**config.mk**
```make
export PLATFORM = sky130hd
export DESIGN_NAME = rx_mcu_flat
export DESIGN_NICKNAME = d
export VERILOG_FILES = /design/src/rtl/rx_mcu_if.sv /design/src/rtl/rx_mcu.sv /design/src/flat_wrapper.sv
export SDC_FILE = /design/constraint.sdc
export NUM_CORES = 1
export LEC_CHECK = 0
export ABC_AREA = 1
export CAP_MARGIN = 25
export CORE_MARGIN = 8
export CORE_UTILIZATION = 62
export CTS_CLUSTER_SIZE = 28
export DETAILED_ROUTE_END_ITERATION = 12
export PLACE_DENSITY_LB_ADDON = 0.08
export SLEW_MARGIN = 20
export SYNTH_ARGS = -nofsm -noshare
export SYNTH_HDL_FRONTEND = slang
export SYNTH_SLANG_ARGS = --single-unit
```
**constraint.sdc**
```tcl
create_clock -name clk -period 3.1 [get_ports clk]
set_input_delay 0.31 -clock clk [delete_from_list [all_inputs] [get_ports clk]]
set_output_delay 0.31 -clock clk [all_outputs]
set_load 0.02 [all_outputs]
```
**src/rtl/rx_mcu_if.sv**
```systemverilog
// rtl/rx_mcu_if.sv - bit-stream input, config and byte-output bundle for rx_mcu
//
// Groups every rx_mcu signal except clk/rst.
//   slave  : view used by rx_mcu (consumes bits, produces config and bytes)
//   master : view used by the PHY/MAC side driving and observing the block
interface rx_mcu_if;
    logic        mcu_din_start;
    logic        mcu_din;
    logic        mcu_din_vld;
    logic        mcu_din_rdy;
    logic [3:0]  mcu_rate_con;
    logic [15:0] mcu_config_dout;
    logic        mcu_config_dout_vld;
    logic        mcu_sig_err;
    logic [7:0]  mcu_mac_dout;
    logic        mcu_mac_dout_vld;
    logic        mcu_mac_dout_last;
    logic        mcu_mac_din_rdy;
    logic        rx_end;

    modport slave (
        input  mcu_din_start, mcu_din, mcu_din_vld, mcu_mac_din_rdy,
        output mcu_din_rdy, mcu_rate_con, mcu_config_dout, mcu_config_dout_vld,
               mcu_sig_err, mcu_mac_dout, mcu_mac_dout_vld, mcu_mac_dout_last,
               rx_end
    );

    modport master (
        output mcu_din_start, mcu_din, mcu_din_vld, mcu_mac_din_rdy,
        input  mcu_din_rdy, mcu_rate_con, mcu_config_dout, mcu_config_dout_vld,
               mcu_sig_err, mcu_mac_dout, mcu_mac_dout_vld, mcu_mac_dout_last,
               rx_end
    );
endinterface

```
**src/rtl/rx_mcu.sv**
```systemverilog
// rtl/rx_mcu.sv - receive-side MAC control unit: SIGNAL parse and PSDU byte packing
//
// Parses the 24-bit SIGNAL field from the serial bit stream, reports RATE and
// LENGTH, drops SVC_BITS SERVICE bits, then packs LENGTH bytes LSB-first into
// a one-entry holding register toward the MAC.
//   clk  : system clock
//   rst  : synchronous active-high reset
//   bus  : rx_mcu_if.slave
//          bit input     mcu_din_start / mcu_din / mcu_din_vld / mcu_din_rdy
//          config out    mcu_rate_con / mcu_config_dout / mcu_config_dout_vld / mcu_sig_err
//          byte output   mcu_mac_dout / _vld / _last, mcu_mac_din_rdy, rx_end
module rx_mcu #(
    parameter int SVC_BITS = 16
) (
    input  logic      clk,
    input  logic      rst,
    rx_mcu_if.slave   bus
);
    typedef enum logic [2:0] {IDLE, SIG, SVC, DATA, DONE} state_t;

    localparam logic [7:0] SIG_LAST = 8'd23;
    localparam logic [7:0] SVC_LAST = 8'(SVC_BITS - 1);

    state_t      state;
    logic [22:0] sig_sr;
    logic [7:0]  cnt;
    logic [6:0]  byte_sr;
    logic [2:0]  bit_cnt;
    logic [11:0] byte_cnt;

    logic [3:0]  rate_con;
    logic [15:0] config_dout;
    logic        config_vld;
    logic        sig_err;
    logic [7:0]  dout;
    logic        dout_vld;
    logic        dout_last;
    logic        rx_end;

    logic        din_rdy;
    logic        accept;
    logic        handshake;
    logic [23:0] sig_next;
    logic [7:0]  byte_next;
    logic        sig_ok;
    logic        last_byte;

    // Only the bit that would complete a byte must wait while the holding
    // register is still full, so an unaccepted byte is never overwritten.
    assign din_rdy   = (state == DATA) ?
                       ~(dout_vld & ~bus.mcu_mac_din_rdy & (bit_cnt == 3'd7)) : 1'b1;
    assign accept    = bus.mcu_din_vld & din_rdy;
    assign handshake = dout_vld & bus.mcu_mac_din_rdy;

    // Including the bit being accepted now lets the check and the byte load
    // happen on the same edge as the final bit.
    assign sig_next  = {bus.mcu_din, sig_sr};
    assign byte_next = {bus.mcu_din, byte_sr};

    // Every legal RATE code has bit0 set; parity is even over bits 0..17.
    assign sig_ok    = ~(^sig_next[17:0]) & sig_next[0] & ~sig_next[4] &
                       (sig_next[16:5] != 12'd0);

    // config_dout holds the LENGTH of the frame in progress.
    assign last_byte = ((byte_cnt + 12'd1) == config_dout[15:4]);

    always_ff @(posedge clk) begin
        if (rst) begin
            state       <= IDLE;
            sig_sr      <= '0;
            cnt         <= '0;
            byte_sr     <= '0;
            bit_cnt     <= '0;
            byte_cnt    <= '0;
            rate_con    <= '0;
            config_dout <= '0;
            config_vld  <= 1'b0;
            sig_err     <= 1'b0;
            dout        <= '0;
            dout_vld    <= 1'b0;
            dout_last   <= 1'b0;
            rx_end      <= 1'b0;
        end else begin
            config_vld <= 1'b0;
            sig_err    <= 1'b0;
            rx_end     <= 1'b0;

            // A load below overrides this, giving back-to-back bytes with no bubble.
            if (handshake) begin
                dout_vld  <= 1'b0;
                dout_last <= 1'b0;
            end

            if (bus.mcu_din_start) begin
                // Start (or abort-and-restart): the pending byte is dropped
                // and a bit arriving with start is SIGNAL bit 0.
                state     <= SIG;
                cnt       <= '0;
                bit_cnt   <= '0;
                byte_cnt  <= '0;
                dout_vld  <= 1'b0;
                dout_last <= 1'b0;
                if (accept) begin
                    sig_sr <= sig_next[23:1];
                    cnt    <= 8'd1;
                end
            end else begin
                case (state)
                    IDLE: begin
                    end
                    SIG: begin
                        if (accept) begin
                            sig_sr <= sig_next[23:1];
                            cnt    <= cnt + 8'd1;
                            if (cnt == SIG_LAST) begin
                                cnt <= '0;
                                if (sig_ok) begin
                                    rate_con    <= sig_next[3:0];
                                    config_dout <= {sig_next[16:5], sig_next[3:0]};
                                    config_vld  <= 1'b1;
                                    state       <= (SVC_BITS == 0) ? DATA : SVC;
                                end else begin
                                    sig_err <= 1'b1;
                                    state   <= IDLE;
                                end
                            end
                        end
                    end
                    SVC: begin
                        if (accept) begin
                            cnt <= cnt + 8'd1;
                            if (cnt == SVC_LAST) begin
                                cnt   <= '0;
                                state <= DATA;
                            end
                        end
                    end
                    DATA: begin
                        if (accept) begin
                            byte_sr <= byte_next[7:1];
                            bit_cnt <= bit_cnt + 3'd1;
                            if (bit_cnt == 3'd7) begin
                                dout      <= byte_next;
                                dout_vld  <= 1'b1;
                                dout_last <= last_byte;
                                byte_cnt  <= byte_cnt + 12'd1;
                                if (last_byte) begin
                                    state <= DONE;
                                end
                            end
                        end
                    end
                    DONE: begin
                        // Tail/pad bits are swallowed until the last byte leaves.
                        if (handshake) begin
                            rx_end <= 1'b1;
                            state  <= IDLE;
                        end
                    end
                    default: state <= IDLE;
                endcase
            end
        end
    end

    assign bus.mcu_din_rdy         = din_rdy;
    assign bus.mcu_rate_con        = rate_con;
    assign bus.mcu_config_dout     = config_dout;
    assign bus.mcu_config_dout_vld = config_vld;
    assign bus.mcu_sig_err         = sig_err;
    assign bus.mcu_mac_dout        = dout;
    assign bus.mcu_mac_dout_vld    = dout_vld;
    assign bus.mcu_mac_dout_last   = dout_last;
    assign bus.rx_end              = rx_end;
endmodule

```
**src/flat_wrapper.sv**
```systemverilog
// flat-port wrapper written by rule: the top's interface ports become plain ports
module rx_mcu_flat 
#(
    parameter int SVC_BITS = 16
)
  (clk, rst, bus_mcu_din_start, bus_mcu_din, bus_mcu_din_vld, bus_mcu_mac_din_rdy, bus_mcu_din_rdy, bus_mcu_rate_con, bus_mcu_config_dout, bus_mcu_config_dout_vld, bus_mcu_sig_err, bus_mcu_mac_dout, bus_mcu_mac_dout_vld, bus_mcu_mac_dout_last, bus_rx_end);
  rx_mcu_if bus_i ();
  input  logic clk;
  input  logic rst;
  input wire logic [$bits(bus_i.mcu_din_start)-1:0] bus_mcu_din_start;
  input wire logic [$bits(bus_i.mcu_din)-1:0] bus_mcu_din;
  input wire logic [$bits(bus_i.mcu_din_vld)-1:0] bus_mcu_din_vld;
  input wire logic [$bits(bus_i.mcu_mac_din_rdy)-1:0] bus_mcu_mac_din_rdy;
  output wire logic [$bits(bus_i.mcu_din_rdy)-1:0] bus_mcu_din_rdy;
  output wire logic [$bits(bus_i.mcu_rate_con)-1:0] bus_mcu_rate_con;
  output wire logic [$bits(bus_i.mcu_config_dout)-1:0] bus_mcu_config_dout;
  output wire logic [$bits(bus_i.mcu_config_dout_vld)-1:0] bus_mcu_config_dout_vld;
  output wire logic [$bits(bus_i.mcu_sig_err)-1:0] bus_mcu_sig_err;
  output wire logic [$bits(bus_i.mcu_mac_dout)-1:0] bus_mcu_mac_dout;
  output wire logic [$bits(bus_i.mcu_mac_dout_vld)-1:0] bus_mcu_mac_dout_vld;
  output wire logic [$bits(bus_i.mcu_mac_dout_last)-1:0] bus_mcu_mac_dout_last;
  output wire logic [$bits(bus_i.rx_end)-1:0] bus_rx_end;
  assign bus_i.mcu_din_start = bus_mcu_din_start;
  assign bus_i.mcu_din = bus_mcu_din;
  assign bus_i.mcu_din_vld = bus_mcu_din_vld;
  assign bus_i.mcu_mac_din_rdy = bus_mcu_mac_din_rdy;
  assign bus_mcu_din_rdy = bus_i.mcu_din_rdy;
  assign bus_mcu_rate_con = bus_i.mcu_rate_con;
  assign bus_mcu_config_dout = bus_i.mcu_config_dout;
  assign bus_mcu_config_dout_vld = bus_i.mcu_config_dout_vld;
  assign bus_mcu_sig_err = bus_i.mcu_sig_err;
  assign bus_mcu_mac_dout = bus_i.mcu_mac_dout;
  assign bus_mcu_mac_dout_vld = bus_i.mcu_mac_dout_vld;
  assign bus_mcu_mac_dout_last = bus_i.mcu_mac_dout_last;
  assign bus_rx_end = bus_i.rx_end;
  rx_mcu #(.SVC_BITS(SVC_BITS)) u_core (.clk(clk), .rst(rst), .bus(bus_i));
endmodule
```
==> results of run 1 <==
-- per-stage QoR --
stage,instance area (µm²),setup WS [ns],std cells,hold WS [ns],total power [µW]
2_1_floorplan,4442,1.180,663,0.3791,1382
4_1_cts,5037,0.6826,800,0.4535,2189
3_3_place_gp,4847,0.9183,784,0.4292,1434
6_report,5037,0.7066,800,0.4484,2177
3_5_place_dp,4847,0.7875,784,0.4366,1440
5_1_grt,5037,0.5919,800,0.4741,2293
-- cell usage after synthesis (3+ instances only) --
master and count:
inv_1 75, buf_4 6, nand3_1 38, inv_2 9, o21ai_1 9, nor2_2 3
clkbuf_1 3, xor2_1 4, buf_2 6, a21oi_1 54, nand2_2 8, o21ai_0 40
nand2_1 187, nand4_1 5, nor2_4 4, ha_1 4, nor3_1 6, nor2_1 81
dfxtp_1 85, xnor2_1 4, inv_4 3, nand2_4 4, buf_6 4
-- kinds of logic (layout without fill, tap and decap cells) --
group	count (synthesis)	count (layout)
buffers and inverters	109	147
AOI/OAI and AO/OA	108	108
DFF	85	85
adders and majority gates	4	4
and+or+nand+nor	349	349
xor gates and xnor gates	8	8
-- layout make-up --
cell class,instances,area (µm²)
Tap cell,99,123.9
Timing Repair Buffer,43,420.4
Clock inverter,7,66.31
Inverter,88,342.8
Clock buffer,9,123.9
Fill cell,616,2061
Multi-Input combinational cell,469,2258
Sequential cell,85,1702
-- final timing paths --
path,start,endpoint,cells after the start
min reg2reg,u_core.sig_sr[21],u_core.sig_sr[21],2
min,u_core.sig_sr[21],u_core.sig_sr[21],2
max reg2reg,u_core.bit_cnt[0],u_core.bus.mcu_config_dout[6],10
max,u_core.bit_cnt[0],bus_mcu_din_rdy,6
-- report_power, final --
group          switching, µW  internal (µW)  total (µW)  leakage, µW
Combinational            174           89.1         264      0.00154
Clock                    446            312         758    0.0000918
Sequential              33.8           1120        1160     0.000689
Total                    654           1520        2180      0.00232
-- flip-flops by register name, summed over array words and instances, names as in the netlist --
| signal | count |
|---|---|
| u_core.byte_cnt | 12 |
| u_core.sig_sr | 23 |
| u_core.bit_cnt | 3 |
| u_core.bus.mcu_config_dout_vld | 1 |
| u_core.bus.mcu_config_dout | 16 |
| u_core.bus.rx_end | 1 |
| u_core.byte_sr | 7 |
| u_core.bus.mcu_sig_err | 1 |
| u_core.bus.mcu_mac_dout_vld | 1 |
| u_core.cnt | 8 |
| u_core.state | 3 |
| u_core.bus.mcu_mac_dout_last | 1 |
| u_core.bus.mcu_mac_dout | 8 |
-- worst register-to-register path, cell delays in order (launching register included) --
cell and delay [ns]:
dfxtp_1 0.34, ha_1 0.20, ha_1 0.26, inv_2 0.14
nor2_1 0.08, nand2_4 0.08, nand2_4 0.06, nor3_2 0.28
nand3_4 0.33, nor2_1 0.24, nor2_1 0.07
-- metal layers --
layer,vias to the layer above,track usage (%),share of wire [%]
met2,101,31.79,47
met5,-,0,0
met4,0,8.023,1.8
li1,2156,-,-
met1,1886,26.80,47
met3,14,2.555,4.7
==> results.tsv, run 1 <==
metric	value	unit
antennaDiodeCount	0	
status	complete, no violations	
crit_chain	ha_1 > ha_1 > inv_2 > nor2_1 > nand2_4 > clkdlybuf4s50_1	
io_pins	40	
cts_tree	built	
synth-simple-area-share	35.52	%
dr.pass1.iters	4	
maxSlewHeadroom	57.48	%
final_layout_size_suffix_gt1_share	8.987	%
synth_top_area_share	38.31	%
final_util	70.97	%
synthesis.area	0.004442	mm²
drc	0	
ys_top_cells_by_area	dfxtp_1 (38%), nand2_1 (16%), nor2_1 (6.8%)	
crit_family	buffers and inverters	
place.gp.congestion	0.8945	
crit_slowest_cell	clkdlybuf4s50_1	
crit_arrival	2.08	ns
synth-edff-count	0	
viasPerCell	5.196	
core	0.007098	mm²
dpl.hpwl	7158	µm
synth_top_family_by_area	simple AND/OR/NAND/NOR gates	
cts_root_buf	clkbuf_8	
synth_compound_area_share	12.62	%
max-clock-path-buffers	2	
synth_nets	673	
setup_viol	0	
worst_pin_slew	0.6330	ns
finalWirelength	9784	µm
endpoint_kind	output pin	
h-tree-depth	3	
die_w	100.6	µm
wl_per_cell	12.23	µm
path_class	reg2out	
area_growth	13.41	%
grt_overflow	0	
post_cts_buffers	0	
grt_max_degree	47	
drv_slew	0	
fmax	417.8	MHz
hold_viol_final	0	
yosysSeqAreaShare	38.31	%
synth-seq-cells	85	
final_cell_mix	nand2_1 (187), dfxtp_1 (85), nor2_1 (81)	
ys.warnings.count	0	
cts.clk_slew.worst_paths	0.09	ns
ys_types	40	
yosys.area_share.adder	1.127	%
cp-start-kind	register	
synth_top_area_cell	dfxtp_1	
required	2.79	ns
p_leak	0.002323	µW
grt_pass1_vias	3768	
cp_common_cell	ha_1	
power_density	432.1	mW/mm²
post-route-min-period	2.393	ns
synthFlopType	dfxtp_1	
initial_utilization	62.58	%
port_buffers	39	
grt_pass1_wl	16860	µm
final_common_cell	nand2_1	
vias	4157	
netlist_instances	663	
synth_area_per_cell	6.699	µm²
final_nets	706	
setup_tns	0	ns
clk_latency	0.35	ns
drtIter0Drc	167	
cts.sinks	85	
cts_hold_buffers	0	
post-route-period-util	77.21	%
cts_buffers	9	
synth_xor_xnor_area_share	1.577	%
die_y	100.6	µm
async_flop_share	0	%
row_count	31	
antenna_found_initial	0	
timing.reg2reg.setup_slack	0.92	ns
maxCapViolations	0	
worst_hold_path_type	reg2reg	
rsz0062_at_grt	no	
track_usage	20.05	%
drtAntennaViolNets	0	
critPathBufInv	2	
cpPeakStageDelay	0.57	ns
die_area	0.01013	mm²
finClkSkew	0.01219	ns
path_max_fanout	4	
max-vdd-ir-drop	0.3211	mV
cts_resized	0	
synth.area.mux_share	0	%
No activity file was read; power rests on OpenSTA's default activity.
==> run 2, diff against run 1 <==
--- a/config.mk
+++ b/config.mk
@@ -8,7 +8,7 @@
 export ABC_AREA = 1
 export CAP_MARGIN = 25
 export CORE_MARGIN = 8
-export CORE_UTILIZATION = 62
+export CORE_UTILIZATION = 52
 export CTS_CLUSTER_SIZE = 28
 export DETAILED_ROUTE_END_ITERATION = 12
 export PLACE_DENSITY_LB_ADDON = 0.08
==> constraint.sdc (replaced) <==
create_clock -name clk -period 2.1 [get_ports clk]
set_input_delay 0.21 -clock clk [delete_from_list [all_inputs] [get_ports clk]]
set_output_delay 0.21 -clock clk [all_outputs]
set_load 0.02 [all_outputs]
==> results.tsv, run 2 (same netlist as run 1, synthesis figures left out) <==
metric	value	unit	change
antennaDiodeCount	0		unchanged
cts_buffers	9		unchanged
cp-start-kind	register		
io_pins	40		unchanged
worstReg2RegStart	u_core.bit_cnt[0]		
status	complete, no violations		
ff_latch_area	0.001705	mm²	+0.22%
worst_pin_slew	0.6078	ns	-0.02520 ns
cts_hold_buffers	0		unchanged
maxCapViolations	0		unchanged
endpoint_kind	register		
fmax	511.4	MHz	
min_to	u_core.sig_sr[19]		
max_flop_register	u_core.sig_sr		
row_count	33		+6.5%
grt_overflow	0		unchanged
path_class	reg2reg		
cts.clk_slew.worst_paths	0.09	ns	about the same
viasPerCell	5.038		-3.0%
max-clock-path-buffers	2		unchanged
max-vdd-ir-drop	0.4162	mV	+30%
core	0.008258	mm²	+16%
dpl.cell_count	797		+1.7%
finClkSkew	0.01026	ns	-0.001927 ns
hold_viol_final	0		unchanged
grt_pass1_wl	16710	µm	-0.90%
drtAntennaViolNets	0		unchanged
final_util	62.50	%	-8.5 points
setup_tns	0	ns	unchanged
final_layout_size_suffix_gt1_share	10.73	%	+1.7 points
grt_max_degree	52		+11%
final_nets	713		+0.99%
crit_start	u_core.bit_cnt[0]		
crit_arrival	2.25	ns	+0.17 ns
p_leak	0.002375	µW	+2.3%
worst_hold_path_type	reg2reg		
die_w	108.4	µm	+7.7%
min_from	u_core.sig_sr[19]		
final_common_cell	nand2_1		
wl_per_cell	12.10	µm	-1.0%
required	2.39	ns	-0.40 ns
die_y	108.4	µm	+7.7%
grt_pass1_vias	3819		+1.4%
multiInputGateArea	0.002273	mm²	+0.66%
largest_register_ffs	23		unchanged
drv_slew	0		unchanged
area_growth	16.20	%	
port_buffers	39		unchanged
vias	4096		-1.5%
drtIter0Drc	182		+9.0%
die_area	0.01175	mm²	+16%
h-tree-depth	3		unchanged
power	3325	µW	+53%
stdcell_area	0.005161	mm²	+2.5%
worstHoldPathCells	2		unchanged
clk_latency	0.35	ns	about the same
final_cell_mix	nand2_1 (187), dfxtp_1 (82), nor2_1 (80)		
dpl.hpwl	7255	µm	+1.4%
reg2reg_depth	12		+2
cts_tree	built		
timing.reg2reg.setup_slack	0.14	ns	-0.78 ns
fin_cells	813		+1.6%
maxSlewHeadroom	59.17	%	+1.7 points
cts_root_buf	clkbuf_8		
cts.sinks	85		unchanged
timing.rr.end	u_core.bus.mcu_config_dout[14]		
post-route-period-util	93.12	%	
dr.pass1.iters	5		+1
fillers	784		+27%
setup_viol	0		unchanged
power_density	644.2	mW/mm²	+49%
drc	0		unchanged
track_usage	17.28	%	-2.8 points
path_max_fanout	28		+24
dpl-instance-area	0.004932	mm²	+1.8%
place.gp.congestion	0.8582		-4.1%
antenna_found_initial	0		unchanged
finalWirelength	9841	µm	+0.58%
initial_utilization	53.79	%	-8.8 points
post-route-min-period	1.955	ns	
run 2: cell types whose count changed in the layout (fill, tap and decap cells not counted), sizes merged:
cell / change
bufinv: +1
clkbuf: +1
buf: +7
clkinvlp: -1
dlygate4sd2: +1
clkdlybuf4s50: -1
inv: -1
run 2: final cells by class:
cell class	instances	share of cell area [%]
Tap cell	105	2.545
Clock inverter	6	1.333
Sequential cell	85	33.04
Clock buffer	10	2.667
Inverter	88	6.739
Multi-Input combinational cell	469	44.05
Timing Repair Buffer	50	9.624
run 2: worst max path at each step:
stage,endpoint,slack (ns),cells past startpoint
floorplan,u_core.state[1],0.18,16
global placement,u_core.state[0],0.07,14
detailed placement,u_core.state[1],0.05,16
CTS,u_core.state[1],0.11,16
global route,u_core.state[1],-0.01,16
finish,u_core.bus.mcu_config_dout[14],0.14,12
run 2: timing repair:
item | in CTS | in global routing
endpoints found under the setup margin | 1 | 8
setup buffers | 0 | 0
pin swaps | 0 | 3
gates resized for setup | 1 | 10
run 2: where the power goes:
group	switching (µW)	total, µW	internal [µW]
Combinational	258	397	139
Sequential	48.8	1700	1660
Clock	630	1220	593
run 2: routing by layer:
| layer | GRT usage, % | wire (µm) | share of wire, % |
|---|---|---|---|
| met5 | 0 | 0 | 0 |
| met4 | 6.940 | 148 | 1.5 |
| met3 | 2.320 | 387 | 3.9 |
| met2 | 28.03 | 4566 | 46 |
| met1 | 22.65 | 4738 | 48 |
run 2: critical path, stage by stage, from the launching register on:
cell     delay, ns
dfxtp_2       0.34
ha_1          0.19
ha_1          0.20
inv_2         0.06
nor2_1        0.06
nand2_4       0.08
nand2_4       0.07
nor3_2        0.31
nand3_4       0.14
buf_12        0.20
nand2_1       0.08
nand2_1       0.06
nor2_1        0.10
run 2: stage by stage:
stage / hold WS [ns] / setup slack, ns
global placement: 0.4308 / 0.06910
global route: 0.4736 / -0.01260
floorplan: 0.2791 / 0.1804
CTS: 0.4451 / 0.1147
finish: 0.4461 / 0.1445
detailed placement: 0.4379 / 0.05059
